===== config.mk =====
export PLATFORM = sky130hd
export DESIGN_NAME = hi_lo_unit
export DESIGN_NICKNAME = d
export VERILOG_FILES = /design/src/rtl/hi_lo_pkg.sv /design/src/rtl/div_seq_core.sv /design/src/rtl/hi_lo_unit.sv
export SDC_FILE = /design/constraint.sdc
export NUM_CORES = 1
export LEC_CHECK = 0
export BUFFER_PORTS_ARGS = -buffer_cell sky130_fd_sc_hd__buf_2
export CAP_MARGIN = 5
export CORE_MARGIN = 3
export CORE_UTILIZATION = 38
export DETAILED_ROUTE_END_ITERATION = 6
export GPL_TIMING_DRIVEN = 0
export HOLD_SLACK_MARGIN = 0.12
export PLACE_DENSITY = 0.52
export SYNTH_ARGS = -nofsm -noshare
export SYNTH_HDL_FRONTEND = slang
export SYNTH_SLANG_ARGS = --single-unit
export TNS_END_PERCENT = 10

===== constraint.sdc =====
create_clock -name Clk -period 7.37 [get_ports Clk]
set_input_delay 1.1055 -clock Clk [delete_from_list [all_inputs] [get_ports Clk]]
set_output_delay 1.1055 -clock Clk [all_outputs]
set_load 0.005 [all_outputs]

===== src/rtl/hi_lo_pkg.sv =====
// Shared constants for the HI/LO register pair and divider.
// Op codes, FSM encoding and divide latency.
package hi_lo_pkg;

    localparam int DIV_CYCLES = 32;

    localparam logic [2:0] OP_NOP    = 3'b000;
    localparam logic [2:0] OP_WRPAIR = 3'b001;
    localparam logic [2:0] OP_MTHI   = 3'b010;
    localparam logic [2:0] OP_MTLO   = 3'b011;
    localparam logic [2:0] OP_MADD   = 3'b100;
    localparam logic [2:0] OP_MSUB   = 3'b101;
    localparam logic [2:0] OP_DIV    = 3'b110;
    localparam logic [2:0] OP_DIVU   = 3'b111;

    typedef enum logic [1:0] {
        ST_IDLE,
        ST_DIV,
        ST_FIX
    } state_t;

endpackage


===== src/rtl/div_seq_core.sv =====
// Unsigned restoring shift-subtract divider, one quotient bit per clock.
// done marks the cycle whose edge produces the final bit.
module div_seq_core #(
    parameter int WIDTH = 32
) (
    input  logic             clk,
    input  logic             rst,
    input  logic             start,
    input  logic [WIDTH-1:0] dividend,
    input  logic [WIDTH-1:0] divisor,
    output logic [WIDTH-1:0] quotient,
    output logic [WIDTH-1:0] remainder,
    output logic             done
);

    localparam int CW = $clog2(WIDTH);

    logic [WIDTH-1:0] dvsr;
    logic [WIDTH-1:0] q;
    logic [WIDTH:0]   rem;
    logic [CW-1:0]    cnt;
    logic             run;
    logic [WIDTH:0]   shifted;
    logic [WIDTH:0]   trial;

    assign shifted = {rem[WIDTH-1:0], q[WIDTH-1]};
    // Top bit of trial set means the subtraction went negative: restore.
    assign trial   = shifted - {1'b0, dvsr};
    assign done    = run && (cnt == CW'(WIDTH - 1));

    always_ff @(posedge clk or posedge rst) begin
        if (rst) begin
            dvsr <= '0;
            q    <= '0;
            rem  <= '0;
            cnt  <= '0;
            run  <= 1'b0;
        end else if (start) begin
            dvsr <= divisor;
            q    <= dividend;
            rem  <= '0;
            cnt  <= '0;
            run  <= 1'b1;
        end else if (run) begin
            if (trial[WIDTH]) begin
                rem <= shifted;
                q   <= {q[WIDTH-2:0], 1'b0};
            end else begin
                rem <= trial;
                q   <= {q[WIDTH-2:0], 1'b1};
            end
            cnt <= cnt + 1'b1;
            if (done)
                run <= 1'b0;
        end
    end

    assign quotient  = q;
    assign remainder = rem[WIDTH-1:0];

endmodule


===== src/rtl/hi_lo_unit.sv =====
// HI/LO register pair with MADD/MSUB accumulate and iterative DIV/DIVU.
// Hi/Lo change only on single-cycle ops or in the FIX state of a divide.
module hi_lo_unit
    import hi_lo_pkg::*;
#(
    parameter int WIDTH = 32
) (
    input  logic             Clk,
    input  logic             Reset,
    input  logic             OpValid,
    input  logic [2:0]       Op,
    input  logic [WIDTH-1:0] A,
    input  logic [WIDTH-1:0] B,
    input  logic [WIDTH-1:0] HiIn,
    input  logic [WIDTH-1:0] LoIn,
    output logic [WIDTH-1:0] Hi,
    output logic [WIDTH-1:0] Lo,
    output logic             Busy
);

    state_t             state, state_nx;
    logic               accept, div_start;
    logic               a_neg, b_neg;
    logic [WIDTH-1:0]   a_mag, b_mag;
    logic               neg_q, neg_r, dz;
    logic [WIDTH-1:0]   q_mag, r_mag, q_fix, r_fix;
    logic               core_done;
    logic [2*WIDTH-1:0] pair, sum, dif;
    logic [WIDTH-1:0]   hi_nx, lo_nx;

    assign accept    = OpValid && !Busy;
    assign div_start = accept && (Op == OP_DIV || Op == OP_DIVU);
    assign a_neg     = (Op == OP_DIV) && A[WIDTH-1];
    assign b_neg     = (Op == OP_DIV) && B[WIDTH-1];
    assign a_mag     = a_neg ? -A : A;
    assign b_mag     = b_neg ? -B : B;

    div_seq_core #(.WIDTH(WIDTH)) u_core (
        .clk       (Clk),
        .rst       (Reset),
        .start     (div_start),
        .dividend  (a_mag),
        .divisor   (b_mag),
        .quotient  (q_mag),
        .remainder (r_mag),
        .done      (core_done)
    );

    // On divide-by-zero the core leaves |A| as remainder, so r_fix is A.
    assign q_fix = neg_q ? -q_mag : q_mag;
    assign r_fix = neg_r ? -r_mag : r_mag;

    assign pair = {Hi, Lo};
    assign sum  = pair + {HiIn, LoIn};
    assign dif  = pair - {HiIn, LoIn};

    always_comb begin
        state_nx = state;
        unique case (state)
            ST_IDLE: if (div_start) state_nx = ST_DIV;
            ST_DIV:  if (core_done) state_nx = ST_FIX;
            ST_FIX:  state_nx = ST_IDLE;
            default: state_nx = ST_IDLE;
        endcase
    end

    always_comb begin
        hi_nx = Hi;
        lo_nx = Lo;
        if (state == ST_FIX) begin
            hi_nx = r_fix;
            lo_nx = dz ? '1 : q_fix;
        end else if (accept) begin
            unique case (Op)
                OP_WRPAIR: begin
                    hi_nx = HiIn;
                    lo_nx = LoIn;
                end
                OP_MTHI: hi_nx = A;
                OP_MTLO: lo_nx = A;
                OP_MADD: {hi_nx, lo_nx} = sum;
                OP_MSUB: {hi_nx, lo_nx} = dif;
                default: ;
            endcase
        end
    end

    always_ff @(posedge Clk or posedge Reset) begin
        if (Reset) begin
            state <= ST_IDLE;
            Busy  <= 1'b0;
            Hi    <= '0;
            Lo    <= '0;
            neg_q <= 1'b0;
            neg_r <= 1'b0;
            dz    <= 1'b0;
        end else begin
            state <= state_nx;
            Busy  <= (state_nx != ST_IDLE);
            Hi    <= hi_nx;
            Lo    <= lo_nx;
            if (div_start) begin
                neg_q <= a_neg ^ b_neg;
                neg_r <= a_neg;
                dz    <= (B == '0);
            end
        end
    end

endmodule


==> key figures <==
Layout
  • Layout Nets: ~3400
  • Final core occ: 0.4351
  • Fillers: between 5000 and 6000
  • Share of layout cells above drive strength 1: 0.08926
  • Non-Filler Instances: between 3000 and 4000
  • Area delta synth->final: 11.79%

Yosys
  • Synth Area in Compound Gates: 0.3085
  • Seq cells post-synth: between 150 and 200
  • Yosys cell types: 80
  • Synth Net Count: between 3000 and 4000
  • Syn Std Cell Area: 0.02074 mm2
  • Post-synthesis simple-gate area fraction: 0.1959
  • Main combinational cell family by area after synthesis: compound AO/OA/AOI/OAI gates
  • Mux cell area share after synthesis: 0.03433
  • Synth Flop Type: dfrtp_1
  • Synth Instances: 2853
  • Sequential element share of the synthesized area: 0.2076
  • Average size of a mapped cell: slightly above 7 um2
  • Yosys Warn Count: 0
  • Asr flop ratio synth: 1.000
  • Post-synth EDFFs: 0
  • Xor-xnor portion of the synthesized cell area: 0.08954
  • Adder-Cell Fraction of Synth Area: 0.1024

Power
  • VDD IR max: approximately 0.19 mV
  • Pwr Density: roughly 470 mW/mm2
  • Clock network fraction of total power: 0.085
  • Net load switching power: between 6 and 7 mW
  • Part of the power in registers: 0.200
  • Total Power: between 10 and 15 mW
  • Cell-internal power: just under 5 mW
  • Combinational power share: 0.715
  • Sw Share: 0.5596
  • Leakage: a little under 10 nW

GRT
  • Initial antenna violation count: 3
  • Pin count of the biggest net entering global routing: approximately 120
  • Total gr overflow: 0
  • GR Util All Layers: 0.3455
  • Vias in the first global route: 22160
  • Global-route wire length before repair: 148.6 mm

CTS
  • Reg clk slew, reported paths: about 0.09 ns
  • CTS sink cnt: around 170
  • Postcts setup bufs: 0
  • Worst-Skew Late Latency: between 0.4 and 0.5 ns
  • CTS Buffer Depth: 2
  • PostCTS Resize Cnt: 0
  • CTS Buf Count: 17
  • Hold buffer count at CTS: 0
  • CTS Root Cell: clkbuf_16
  • CTS tree: yes
  • H-tree Lvls: 4

Drt
  • Via Count: 23620
  • # DRC: 0
  • Vias per inst: 6.264
  • DR iter-0 viols: about 2600
  • DRT Wirelength: about 100 mm
  • DR WL/cell: 26.96 um
  • First-pass iteration count of the detailed router: 6
  • Post-route antenna net violation count: 0

Worst setup path
  • CP endpoint kind: flop
  • Internal reg-to-reg setup slack: 1.88 ns
  • CP max FO: 5
  • Crit path required time: between 7 and 8 ns
  • Max incr delay on CP: around 0.73 ns
  • R2R cell count: 14
  • Critical path, cell by cell: buf_2 -> ha_1 -> fa_1 -> nor2b_1 -> o2111ai_1 -> a211oi_1 -> o22ai_1 -> o211ai_1 -> a41oi_1 -> o211ai_1 -> a21oi_1 -> mux2i_1 -> mux2i_1 -> a21oi_1
  • FF-to-FF Start: Lo[0]
  • Slowest-stage cell, CP: o211ai_1
  • CP bufs+invs: 1
  • Reg2reg end: Hi[14]
  • Critical path launch point type: primary input
  • WS Path Type: primary input to flop
  • CP delay by family, top: compound AO/OA/AOI/OAI gates
  • CP Data Arrival Time: 6.07 ns

Timing
  • Hold Worst Slack: between 0.4 and 0.5 ns
  • Tmin final: about 5.7 ns
  • RSZ-0062 raised after global routing: false
  • Worst slew margin: 0.1124
  • Final count of negative-setup-slack endpoints: 0
  • Tcrit/Tclk final: 0.7789
  • FMAX: ~170 MHz
  • Slew Limit Fails: 0
  • Setup Skew: around 0.020 ns
  • Count of final hold-check violations: 0
  • Worst-Margin Slew: around 1.3 ns
  • Setup TNS: 0 ns

Place
  • Port buffer count: around 200
  • Inst Count DP: 3737
  • DP Wirelength: a little over 80 mm
  • RD Place Congestion: 0.9831

Job
  • Max Cap Viol: 0

Min path
  • Hold_sp: u_core.dvsr[16]
  • Hold Path Depth: 2
  • Tightest Hold Check Type: flop to flop
  • Hold path endpoint: u_core.dvsr[16]

Status
  • Status: finished clean

Floorplan
  • Initial Util: 0.3892
  • Die X: roughly 240 um
  • Std cell rows: between 80 and 90
  • DIE AREA: ~0.057 mm2
  • Io pins: 199
  • Placeable Area: between 0.05 and 0.06 mm2
  • Die height: ~240 um
power groups by stage:
stage / Combinational [mW] / Sequential (mW) / Clock (mW)
floorplan: 5.39 / 1.87 / 0
global placement: 7.57 / 2.16 / 0
detailed placement: 7.59 / 2.18 / 0
CTS: 7.64 / 2.16 / 0.942
global route: 8.55 / 2.24 / 0.977
finish: 7.83 / 2.19 / 0.929
sequential cells by signal (all words and copies together), names as in the netlist:
register and count:
neg_q 1, u_core.run 1, u_core.dvsr 32, u_core.quotient 32, Lo 32, dz 1
Busy 1, Hi 32, u_core.cnt 5, neg_r 1, state 2, u_core.rem 32
cell usage in the layout, fill, tap and decap left out, drive strengths merged, types with 49 or more instances in the layout:
cell type    n
nor2       257
inv        189
mux2i       70
a211oi      49
o31ai       56
clkbuf     159
a21oi      261
nand3       51
nand2      282
ha         165
buf        214
nor3        72
xor2        58
xnor2      154
o21ai      285
dfrtp      172
synthesized netlist by cell type (35+ instances only):
library cell / number / share of area
inv_1: 178 / 0.032
mux2i_1: 70 / 0.034
nor3_1: 71 / 0.017
a21o_1: 47 / 0.017
a211oi_1: 49 / 0.018
nor4_1: 35 / 0.011
o31ai_1: 54 / 0.020
nand3_1: 51 / 0.012
clkbuf_1: 141 / 0.026
a21oi_1: 261 / 0.063
xnor2_1: 154 / 0.065
xor2_1: 58 / 0.024
nor2_1: 257 / 0.047
nand2_1: 282 / 0.051
nor2b_1: 35 / 0.011
ha_1: 165 / 0.10
o21bai_1: 35 / 0.013
a31oi_1: 45 / 0.014
o21ai_0: 274 / 0.066
dfrtp_1: 172 / 0.21
cell families after synthesis:
group	Yosys count
compound gates	1016
xor+xnor	212
fa+ha+maj	168
buf+inv	338
flops	172
mux	71
simple gates	876
per-layer routing:
layer / track usage / routed length (um) / up-vias
met5: 0 / 0 / -
met4: 0.1173 / 3681 / 0
met3: 0.06333 / 9254 / 177
met2: 0.5234 / 43130 / 1161
met1: 0.4926 / 45610 / 11490
li1: - / - / 10790
worst register-to-register path: cells and delay by family (launching register included):
kind / cells / cell delay, ns
muxes: 2 / 0.67
DFF: 1 / 0.45
AOI/OAI and AO/OA: 8 / 3.30
buffers and inverters: 1 / 0.11
and+or+nand+nor: 1 / 0.22
adders and majority gates: 2 / 0.61
worst max-delay path by stage:
stage,start,end,slack [ns],cells past startpoint
final,LoIn[0],Hi[14],1.63,14
after global routing,LoIn[0],Hi[14],1.63,14
after CTS,LoIn[0],Hi[14],1.91,14
after detailed placement,LoIn[0],Hi[14],1.41,14
after global placement,Reset,Hi[20],-1.07,2
after floorplan,Reset,Busy,1.60,1
final cells by class:
class                           count  area (um2)  share of cell area
Multi-Input combinational cell   2343       15150              0.6537
Sequential cell                   172        4304              0.1857
Timing Repair Buffer              196        1003             0.04329
Tap cell                          688       860.8             0.03713
Inverter                          178       675.6             0.02915
Buffer                            160       611.8             0.02639
Clock buffer                       17       425.4             0.01835
Clock inverter                     15       142.6            0.006153
Antenna cell                        2       5.005           0.0002159
per-stage QoR:
step	cell area [um2]	setup slack [ns]
floorplan	20740	1.604
global placement	22570	-1.067
detailed placement	22610	1.408
CTS	23180	1.906
global route	23180	1.633
finish	23180	1.629
(Power assumes the default switching activity.)
